### src/rtl/rate_divider.sv
// Programmable rate divider: emits a one-cycle pulse every P(sel) enabled clock
// edges, with pause/resume that preserves the remaining count.
module rate_divider #(
  parameter int unsigned CLK_HZ = 50000000,
  parameter int unsigned CW     = 28
) (
  input  logic          clk,
  input  logic          reset,
  input  logic          enable,
  input  logic [1:0]    sel,
  output logic          pulse,
  output logic [CW-1:0] count,
  output logic          running
);

  localparam logic [CW-1:0] RELOAD_1X = CW'(64'(CLK_HZ) - 64'd1);
  localparam logic [CW-1:0] RELOAD_2X = CW'(64'(CLK_HZ) * 64'd2 - 64'd1);
  localparam logic [CW-1:0] RELOAD_4X = CW'(64'(CLK_HZ) * 64'd4 - 64'd1);

  typedef enum logic [0:0] {
    IDLE = 1'b0,
    RUN  = 1'b1
  } state_t;

  state_t     state;
  logic [1:0] sel_q;

  // Reload value is period minus one: the terminal edge at count==0 is itself
  // one of the P edges.
  function automatic logic [CW-1:0] reload(input logic [1:0] s);
    logic [CW-1:0] r;
    r = '0;
    case (s)
      2'b00:   r = '0;
      2'b01:   r = RELOAD_1X;
      2'b10:   r = RELOAD_2X;
      default: r = RELOAD_4X;
    endcase
    return r;
  endfunction

  assign running = (state == RUN);

  always_ff @(posedge clk or posedge reset) begin
    if (reset) begin
      state <= IDLE;
      count <= '0;
      pulse <= 1'b0;
      sel_q <= 2'b00;
    end else begin
      case (state)
        IDLE: begin
          sel_q <= sel;
          if (enable) begin
            state <= RUN;
            count <= reload(sel);
            pulse <= 1'b0;
          end
        end
        default: begin
          if (sel != sel_q) begin
            sel_q <= sel;
            count <= reload(sel);
            pulse <= 1'b0;
          end else if (!enable) begin
            pulse <= 1'b0;
          end else if (count != '0) begin
            count <= count - 1'b1;
            pulse <= 1'b0;
          end else begin
            count <= reload(sel_q);
            pulse <= 1'b1;
          end
        end
      endcase
    end
  end

endmodule

### config.mk
export PLATFORM = sky130hd
export DESIGN_NAME = rate_divider
export DESIGN_NICKNAME = d
export VERILOG_FILES = /design/src/rtl/rate_divider.sv
export SDC_FILE = /design/constraint.sdc
export NUM_CORES = 1
export LEC_CHECK = 0
export ABC_AREA = 1
export CORE_AREA = 2 2 79 81
export CTS_CLUSTER_DIAMETER = 40
export DETAILED_ROUTE_END_ITERATION = 8
export DIE_AREA = 0 0 81 83
export GPL_ROUTABILITY_DRIVEN = 0
export PLACE_DENSITY = 0.77
export SLEW_MARGIN = 10
export SYNTH_ARGS = -nofsm -noshare
export SYNTH_HDL_FRONTEND = slang
export SYNTH_SLANG_ARGS = --single-unit
export TNS_END_PERCENT = 20
### constraint.sdc
create_clock -name clk -period 2.3 [get_ports clk]
set_input_delay 0.46 -clock clk [delete_from_list [all_inputs] [get_ports clk]]
set_output_delay 0.46 -clock clk [all_outputs]
set_load 0.01 [all_outputs]
=== Word-level counts from Yosys, hierarchy flattened ===
Index checks and enable logic that the tools add are counted.

* Register bits after elaboration: 32
* Word-level logic and storage cells: 33
* Output and inout bits: 30

* Eq/ne operators: 6
* Reductions and logical operators: 6
* Multiplexer cells: 16
* Add/sub/neg operators: 1

{| class="wikitable"
|+ Operators with widths
! kind !! number
|-
| one-hot mux 28 bit (3 select lines) || 2
|-
| 2-to-1 mux 28 bit || 5
|-
| nonzero test 28 bit || 1
|-
| subtractor 28 x 1 -> 28 bit, second input constant || 1
|-
| 2-to-1 mux 1 bit || 7
|-
| equality test 2 x 1 -> 1 bit, second input constant || 2
|-
| equality test 2 bit, second input constant || 2
|-
| logical NOT 2 bit || 2
|-
| 2-to-1 mux 2 bit || 2
|-
| nonzero test 2 bit || 2
|-
| inequality test 2 x 1 -> 1 bit, second input constant || 1
|-
| inequality test 2 bit || 1
|-
| AND reduction 2 bit || 1
|}

=== Depth between registers and ports, before layout ===
Gate-level depths: netlist of the first run.

* Word-level depth: 6
* Gate-level depth with buffers: 13

=== Least setup slack after synthesis of the first run ===
No wires, ideal clock.

* Kind: register to register
* Start point: register count[0]
* End point: register count[26]
* Path buffers: 0
* Slack: 632 ps
* Data arrival time: 1547 ps
* Stages on the path, launching flop included: 10
* Cells stage by stage: dfrtp_1 > inv_1 > ha_1 > nand2_1 > nor2_2 > nand4_1 > nor2_1 > nand4_1 > nand2_1 > a21oi_1

* Longest elaborated chain between the ends: 5

{| class="wikitable"
|+ RTL lines
! element !! RTL line !! text
|-
| from (decl) || 12 || <nowiki>output logic [CW-1:0] count,</nowiki>
|-
| from (signal assigned) || 56 || <nowiki>count <= reload(sel);</nowiki>
|-
| from (signal assigned) || 63 || <nowiki>count <= reload(sel);</nowiki>
|-
| from (signal assigned) || 68 || <nowiki>count <= count - 1'b1;</nowiki>
|-
| subtractor 28 x 1 -> 28 bit or nonzero test 28 bit (tied branches) || 68, 67 ||
|-
| 2-to-1 mux 28 bit (*) || 67 || <nowiki>end else if (count != '0) begin</nowiki>
|-
| 2-to-1 mux 28 bit (*) || 65 || <nowiki>end else if (!enable) begin</nowiki>
|-
| 2-to-1 mux 28 bit (*) || 61 || <nowiki>if (sel != sel_q) begin</nowiki>
|-
| 2-to-1 mux 28 bit (*) || 51 || <nowiki>case (state)</nowiki>
|}

Every way passes the cells marked *; elsewhere a longest branch is shown, timed or not. The select of a mux whose other input is x is not followed.
A chain may end at the register's enable or synchronous reset.

=== Worst setup path after layout of the first run ===
* Start point: input sel[1]
* End point: register count[27]

* Longest elaborated chain between the ends: 4

{| class="wikitable"
|+ RTL lines
! element !! RTL line !! text
|-
| from (decl) || 10 || <nowiki>input logic [1:0] sel,</nowiki>
|-
| equality test 2 bit (tied with other cells) || 33 || <nowiki>case (s)</nowiki>
|-
| one-hot mux 28 bit (3 select lines) || 33 ||
|-
| 2-to-1 mux 28 bit, on equally long branches || 54, 61 ||
|-
| 2-to-1 mux 28 bit || 51 ||
|}

Several ways; a longest one is shown, not always the timed one. The select of a mux whose other input is x is not followed.

==> flow_summary.rst, run 1 <==
.. list-table::
   :header-rows: 1

   * - Metric
     - Value
   * - Power per cell area
     - between 600 and 700 mW/mm^2
   * - Buffer depth of the longest clock path
     - 2
   * - # hold bufs at CTS
     - 0
   * - Overall die width
     - approximately 81 um
   * - Shortest period the worst path allows
     - between 2 and 2.5 ns
   * - Number of H-tree levels
     - 2
   * - Post-DP HPWL
     - around 5 mm
   * - Worst-case setup slack after placement
     - -0.00777 ns
   * - Net switching power of the design
     - about 720 uW
   * - TritonCTS buffer count
     - 5
   * - Static leakage
     - 0.00152 uW
   * - Category of the worst setup path capture point
     - flip-flop
   * - Internal cell power
     - between 1000 and 1500 uW
   * - Setup repair after global routing missed its margin
     - false
   * - Register area share after synthesis
     - a little under a third
   * - Clk Latency, worst-skew pair
     - around 0.29 ns
   * - Number of non-filler instances in the completed layout
     - between 400 and 500
   * - Clock network fraction of total power
     - between 20% and 30%
   * - Total grt overflow
     - 0
   * - Worst-path fanout max
     - 6
   * - Class of the tightest hold or removal check
     - reg2reg
   * - Synthesized netlist cell count
     - 375
   * - Via count of the first global-routing pass
     - between 2000 and 2500
   * - Worst-case vdd ir drop
     - 0.289 mV
   * - Post-Syn Nets
     - between 300 and 400
   * - Highest clock rate
     - ~500 MHz
   * - Routed via count divided by cell count
     - between 5 and 6
   * - Die Footprint
     - between 0.006 and 0.007 mm^2
   * - Final critical-path setup slack
     - about 0.29 ns
   * - Clock-pin slew on the worst setup and hold paths
     - about 0.060 ns
   * - Worst path arrival time
     - 2.24 ns
   * - Final slew viol count
     - 0
   * - First-pass GRT wire length
     - 11.4 mm
   * - Post-Syn Area
     - ~0.0025 mm^2
   * - Sequential Power Share
     - roughly two fifths
   * - DRT antenna net count
     - 0
   * - Number of nets in the finished design
     - ~430
   * - Final worst path period share
     - approximately 90%
   * - Aggregate global-route resource usage
     - 21.3%
   * - Total negative slack for setup checks
     - 0 ns
   * - Die Y-Extent
     - around 83 um
   * - Detailed Route Iter0 Violations
     - 186
   * - Worst rel slew slack
     - 52.7%
   * - Placed instance count
     - roughly 480
   * - Hold Violations, Final
     - 0
   * - Fraction of layout instances using a drive strength above 1
     - 11.1%
   * - TritonCTS clock tree
     - done
   * - Antenna diodes
     - 0
   * - Category of the worst setup path launch point
     - input port
   * - Maximum number of pins on one net before global-route repair
     - 33
   * - Resized cells post-CTS
     - 0
   * - Avg Synthesized Cell Area
     - slightly below 7 um^2
   * - Effective utilization at floorplan
     - 43.7%
   * - Clock sink count
     - 32
   * - Fin Hold WS
     - approximately 0.52 ns
   * - Number of maximum-capacitance violations
     - 0
   * - Post-route core utilization
     - around 53%
   * - Number of placement rows
     - 28
   * - Worst Setup Path Type
     - in2reg
   * - Antenna violations before repair
     - 0
   * - Number of library cell types mapped by synthesis
     - 32
   * - Setup Viol. Count Final
     - 0
   * - Routed len/inst
     - around 13 um
   * - Residual DRC
     - 0
   * - Number of inserted filler cells in the final layout
     - roughly 570
   * - Post-synthesis register bit count
     - 32
   * - Data required time of the critical path
     - between 2 and 3 ns
   * - Share of total power consumed by net switching
     - 37.2%
   * - Yosys warning count
     - 0
   * - Outcome
     - finished, final reports clean
   * - Total wire length after detailed routing
     - approximately 6.5 mm
   * - Core region area
     - between 0.005 and 0.006 mm^2
   * - Clock Skews
     - around 0.0028 ns
   * - Post-CTS setup repair buffer count
     - 0
   * - Actual transition at the worst max-transition pin
     - 0.709 ns
   * - Clock root cell
     - sky130_fd_sc_hd__clkbuf_8
   * - Number of input and output port buffers inserted
     - 34
   * - Pre-antenna DRT Iters
     - 4
   * - Area grow syn2layout
     - 21.1%
   * - Total number of vias
     - between 2000 and 3000
   * - Logic gate share of total power
     - 36.2%
   * - I/O pin count
     - 35
[worst max-delay path, cell delays in order]
cell,delay [ns]
sky130_fd_sc_hd__clkdlybuf4s50_1,0.49
sky130_fd_sc_hd__xnor2_1,0.12
sky130_fd_sc_hd__nand2_1,0.15
sky130_fd_sc_hd__nor2_2,0.28
sky130_fd_sc_hd__o21ai_2,0.14
sky130_fd_sc_hd__inv_1,0.23
sky130_fd_sc_hd__nand2_1,0.08
sky130_fd_sc_hd__nor2_1,0.14
sky130_fd_sc_hd__nor2_1,0.06
sky130_fd_sc_hd__nor2_1,0.08
[state kept, by name, indices dropped and copies added (netlist names)]
register  cells
pulse         1
sel_q         2
running       1
count        28
[final cells by class]
cell class	instances	area, um^2	area share, %
timing repair buffer	43	408	13.3
tap	75	93.8	3.05
sequential	32	801	26.0
multi-input combinational	283	1480	48.2
clock buffer	7	96.3	3.13
inverter	51	194	6.31
[routing by layer]
layer / GRT usage, % / part of all wire [%] / vias to the layer above
met5: 0 / 0 / -
met4: 6.32 / 1.6 / 0
met3: 3.26 / 5.6 / 8
met2: 35.0 / 48 / 75
met1: 28.6 / 44 / 1171
li1: - / - / 1247
[logic make-up (layout without fill, tap and decap cells)]
| kind of cell | after synthesis | after routing | share of synthesized area (%) |
|---|---|---|---|
| AOI/OAI and AO/OA | 38 | 38 | 9.66 |
| and+or+nand+nor | 218 | 218 | 37.9 |
| buffers and inverters | 60 | 101 | 10.1 |
| adders and majority gates | 10 | 10 | 4.93 |
| xor gates and xnor gates | 17 | 17 | 5.86 |
| DFF | 32 | 32 | 31.5 |
[worst paths after layout]
path | startpoint | end | slack (ns) | cells past startpoint
setup / recovery | sel[1] | count[27]$_DFFE_PP0P_ | 0.29 | 10
min in group asynchronous | reset | count[18]$_DFFE_PP0P_ | 0.56 | 3
hold / removal | pulse$_DFFE_PP0P_ | pulse$_DFFE_PP0P_ | 0.52 | 2
hold reg to reg | pulse$_DFFE_PP0P_ | pulse$_DFFE_PP0P_ | 0.52 | 2
setup reg to reg | count[0]$_DFFE_PP0P_ | count[24]$_DFFE_PP0P_ | 0.31 | 11
max in group asynchronous | reset | count[10]$_DFFE_PP0P_ | 1.44 | 3
[synthesized netlist by cell type (all sizes together)]
library cell	instances	share of area (%)
nor3	6	1.2
a31oi	1	0.25
nand4	8	2.0
o31ai	1	0.30
o21ai	25	6.3
ha	10	4.9
nand3b	1	0.30
dfrtp	32	32
xor2	11	3.8
clkbuf	3	0.44
buf	6	2.0
inv	51	7.6
o21bai	1	0.30
a21oi	10	2.6
nor2	67	12
nand3	28	6.4
xnor2	6	2.1
nand2	108	16
[through the flow]
stage	area, um^2	total power (uW)
2_1_floorplan	2540	1180
5_1_grt	3070	2080
3_3_place_gp	2980	1450
3_5_place_dp	2980	1470
4_1_cts	3070	1940
6_report	3070	1940
[power groups by stage]
stage	Combinational, uW	Clock (uW)	Sequential [uW]
6_report	702	477	759
5_1_grt	789	514	773
4_1_cts	703	481	757
3_5_place_dp	698	0	768
3_3_place_gp	686	0	767
2_1_floorplan	404	0	780
[layout by cell type, fill, tap and decap left out, types with 8 or more instances in the layout]
cell type	netlist	final
sky130_fd_sc_hd__nand2_1	104	104
sky130_fd_sc_hd__nor2_2	9	9
sky130_fd_sc_hd__a21oi_1	8	8
sky130_fd_sc_hd__nand3_1	25	25
sky130_fd_sc_hd__dfrtp_1	32	32
sky130_fd_sc_hd__nand4_1	8	8
sky130_fd_sc_hd__xor2_1	11	11
sky130_fd_sc_hd__clkdlybuf4s50_1	0	34
sky130_fd_sc_hd__inv_1	49	49
sky130_fd_sc_hd__o21ai_0	12	12
sky130_fd_sc_hd__ha_1	10	10
sky130_fd_sc_hd__buf_4	1	9
sky130_fd_sc_hd__nor2_1	55	55
No activity file was read; power rests on OpenSTA's default activity.
==> run 2, diff against run 1 <==
- clock period: 2.3 -> 2.21 ns (I/O delays scaled with it)
==> run 2 against run 1 <==
Against the previous run:
- sequential share of layout area is 0.18 points lower
- clock skew is 0.0035 ns higher
- via count is 1.4% higher
- flip-flop and latch count stayed put
- final area is 0.69% higher
- cell count is 0.41% higher
- non-clock buffer count is 1 higher
- critical path type is now reg2reg
- clock power is 0.8% higher
==> flow_summary.rst, run 2 (synthesis gave the netlist of run 1 again) <==
.. list-table::
   :header-rows: 1

   * - Metric
     - Value
   * - Worst path arrival time
     - 2.10 ns (-0.14 ns)
   * - Antenna diodes
     - 0 (unchanged)
   * - Clock root cell
     - sky130_fd_sc_hd__clkbuf_8
   * - Maximum number of pins on one net before global-route repair
     - 33 (unchanged)
   * - Routing usage on met3
     - 4.13% (+0.87 points)
   * - Buffer depth of the longest clock path
     - 2 (unchanged)
   * - Worst rel slew slack
     - 72.2% (+20 points)
   * - Worst-path fanout max
     - 10 (+4)
   * - Final worst path period share
     - between 80 and 90%
   * - Clock-pin slew on the worst setup and hold paths
     - 0.07 ns (about the same)
   * - Highest clock rate
     - slightly above 500 MHz
   * - Category of the worst setup path capture point
     - flip-flop
   * - GR Layer Usage met2
     - 35.1% (+0.075 points)
   * - Overall die width
     - 81 um (unchanged)
   * - Fin Hold WS
     - 0.537 ns (+0.0176 ns)
   * - Fraction of layout instances using a drive strength above 1
     - 11.5% (+0.43 points)
   * - Number of cells on the worst reg-to-reg path
     - 11 (unchanged)
   * - Number of placement rows
     - 28 (unchanged)
   * - Shortest period the worst path allows
     - about 1.9 ns
   * - DRT antenna net count
     - 0 (unchanged)
   * - Residual DRC
     - 0 (unchanged)
   * - Number of nets in the finished design
     - 432 (+0.23%)
   * - Static leakage
     - 0.00152 uW (+0.53%)
   * - Net switching power of the design
     - 769 uW (+6.5%)
   * - Biggest registers after layout
     - count x28, sel_q x2
   * - Class of the tightest hold or removal check
     - in2async
   * - List of cells traversed by the critical path
     - inv_1, ha_1, inv_1, nor3_1, nand3_1, nor2_4, inv_2, nand3_1, nand3_1, nand2_1, o21ai_1
   * - Clock sink count
     - 32 (unchanged)
   * - Category of the worst setup path launch point
     - flip-flop
   * - TritonCTS buffer count
     - 5 (unchanged)
   * - Antenna violations before repair
     - 0 (unchanged)
   * - Data required time of the critical path
     - 2.38 ns (-0.14 ns)
   * - Detailed Route Iter0 Violations
     - 211 (+13%)
   * - Cell family with the largest share of critical-path delay
     - simple AND/OR/NAND/NOR gates
   * - Leading cell types in the layout, fill and taps excluded
     - sky130_fd_sc_hd__nand2_1, sky130_fd_sc_hd__nor2_1, sky130_fd_sc_hd__inv_1
   * - Share of total power consumed by net switching
     - 38.2% (+0.98 points)
   * - Worst-case setup slack after placement
     - -0.0296 ns (-0.0218 ns)
   * - Critical-path cell with the highest stage delay
     - sky130_fd_sc_hd__dfrtp_1
   * - Routed len/inst
     - 13.4 um (+0.68%)
   * - Commonest non-fill, non-tap cell in the layout
     - sky130_fd_sc_hd__nand2_1
   * - Number of H-tree levels
     - 2 (unchanged)
   * - First-pass GRT wire length
     - 11.1 mm (-2.8%)
   * - Largest register by flop count
     - count
   * - Largest register FFs
     - 28 (unchanged)
   * - Sequential Power Share
     - 39.2% (about the same)
   * - TritonCTS clock tree
     - done
   * - Final critical-path setup slack
     - 0.281 ns (-0.00411 ns)
   * - Clk Latency, worst-skew pair
     - 0.29 ns (about the same)
   * - Number of maximum-capacitance violations
     - 0 (unchanged)
   * - Area grow syn2layout
     - 21.9%
   * - Total number of vias
     - 2536 (+1.4%)
   * - Worst Setup Path Type
     - reg2reg
   * - Number of inserted filler cells in the final layout
     - 594 (+3.8%)
   * - Clock network fraction of total power
     - 23.9% (-0.7 points)
   * - Highest-utilization routing layer at the global route stage
     - met2
   * - Internal cell power
     - 1240 uW (+2.2%)
   * - Routed via count divided by cell count
     - 5.14 (+0.99%)
   * - Total buffers and inverters traversed by the critical path
     - 3 (+1)
   * - I/O pin count
     - 35 (unchanged)
   * - Instance count on the critical path
     - 11 (+1)
   * - Total grt overflow
     - 0 (unchanged)
   * - Post-DP HPWL
     - 5.09 mm (+2.0%)
   * - Number of input and output port buffers inserted
     - 34 (unchanged)
   * - Most common cell on crit path
     - sky130_fd_sc_hd__nand3_1
   * - Pre-antenna DRT Iters
     - 4 (unchanged)
   * - Clock Skews
     - 0.00631 ns (+0.00352 ns)
   * - Worst-case vdd ir drop
     - 0.334 mV (+16%)
   * - Actual transition at the worst max-transition pin
     - 0.417 ns (-0.292 ns)
   * - Maximum single-stage delay on the critical path
     - 0.41 ns (-0.08 ns)
   * - Core region area
     - 0.00582 mm^2 (unchanged)
   * - Final slew viol count
     - 0 (unchanged)
   * - Die Y-Extent
     - 83 um (unchanged)
   * - Hold Violations, Final
     - 0 (unchanged)
   * - Setup repair after global routing missed its margin
     - false
   * - Fraction of met1 tracks used by global routing
     - 26.3% (-2.3 points)
   * - Die Footprint
     - 0.00672 mm^2 (unchanged)
   * - Total wire length after detailed routing
     - 6.61 mm (+1.1%)
   * - Aggregate global-route resource usage
     - 20.9% (-0.39 points)
   * - Setup Viol. Count Final
     - 0 (unchanged)
   * - # hold bufs at CTS
     - 0 (unchanged)
   * - Power per cell area
     - 650 mW/mm^2 (+3.1%)
   * - Via count of the first global-routing pass
     - 2413 (-1.2%)
   * - Effective utilization at floorplan
     - 43.7% (unchanged)
   * - Outcome
     - finished, final reports clean
   * - Logic gate share of total power
     - 36.9% (+0.7 points)
run 2: changes by cell type in the layout (fill, tap and decap cells not counted), sizes merged:
cell	previous run	this run
clkinv	0	2
buf	9	10
clkbuf	7	6
run 2: timing repair:
action                                  CTS  global route
setup buffers                             0             0
endpoints found under the setup margin    0             1
gates resized for setup                   0             1
run 2: routing by layer:
| metal | wire length, um | share of wire [%] |
|---|---|---|
| met5 | 0 | 0 |
| met4 | 170 | 2.6 |
| met3 | 472 | 7.1 |
| met2 | 3200 | 48 |
| met1 | 2770 | 42 |
run 2: per-stage QoR:
stage / instance area [um^2] / std cells / setup TNS, ns / utilization, % / power [uW]
global placement: 3000 / 485 / 0 / 51.5 / 1520
detailed placement: 3000 / 485 / -0.0404 / 51.5 / 1530
floorplan: 2540 / 375 / 0 / - / 1230
CTS: 3090 / 493 / 0 / 53.1 / 2020
finish: 3100 / 493 / 0 / 53.2 / 2010
global route: 3100 / 493 / 0 / 53.2 / 2150
run 2: power groups by stage:
| stage | Clock [uW] | Combinational, uW | Sequential (uW) |
|---|---|---|---|
| after floorplan | 0 | 421 | 811 |
| after global placement | 0 | 722 | 797 |
| after detailed placement | 0 | 736 | 799 |
| after CTS | 491 | 740 | 788 |
| after global routing | 523 | 824 | 801 |
| final | 481 | 742 | 789 |
run 2: final cells by class:
type / count / area (um^2) / area share [%]
Inverter: 51 / 194 / 6.27
Clock buffer: 6 / 82.6 / 2.67
Multi-Input combinational cell: 283 / 1490 / 48.0
Sequential cell: 32 / 801 / 25.9
Timing Repair Buffer: 44 / 428 / 13.8
Clock inverter: 2 / 10.0 / 0.323
Tap cell: 75 / 93.8 / 3.03
run 2: final timing paths:
path / start / end / slack (ns)
worst min-delay path: reset / count[8]$_DFFE_PP0P_ / 0.54
worst min register to register: pulse$_DFFE_PP0P_ / pulse$_DFFE_PP0P_ / 0.54
worst max register to register: count[0]$_DFFE_PP0P_ / count[24]$_DFFE_PP0P_ / 0.28
max in group asynchronous: reset / count[25]$_DFFE_PP0P_ / 1.37
min in group clk: pulse$_DFFE_PP0P_ / pulse$_DFFE_PP0P_ / 0.54
worst max-delay path: count[0]$_DFFE_PP0P_ / count[24]$_DFFE_PP0P_ / 0.28
run 2: worst register-to-register path: stages, from the launching register on:
cell                      delay [ns]
sky130_fd_sc_hd__dfrtp_1        0.41
sky130_fd_sc_hd__inv_1          0.14
sky130_fd_sc_hd__ha_1           0.16
sky130_fd_sc_hd__inv_1          0.06
sky130_fd_sc_hd__nor3_1         0.20
sky130_fd_sc_hd__nand3_1        0.14
sky130_fd_sc_hd__nor2_4         0.22
sky130_fd_sc_hd__inv_2          0.16
sky130_fd_sc_hd__nand3_1        0.12
sky130_fd_sc_hd__nand3_1        0.07
sky130_fd_sc_hd__nand2_1        0.06
sky130_fd_sc_hd__o21ai_1        0.07
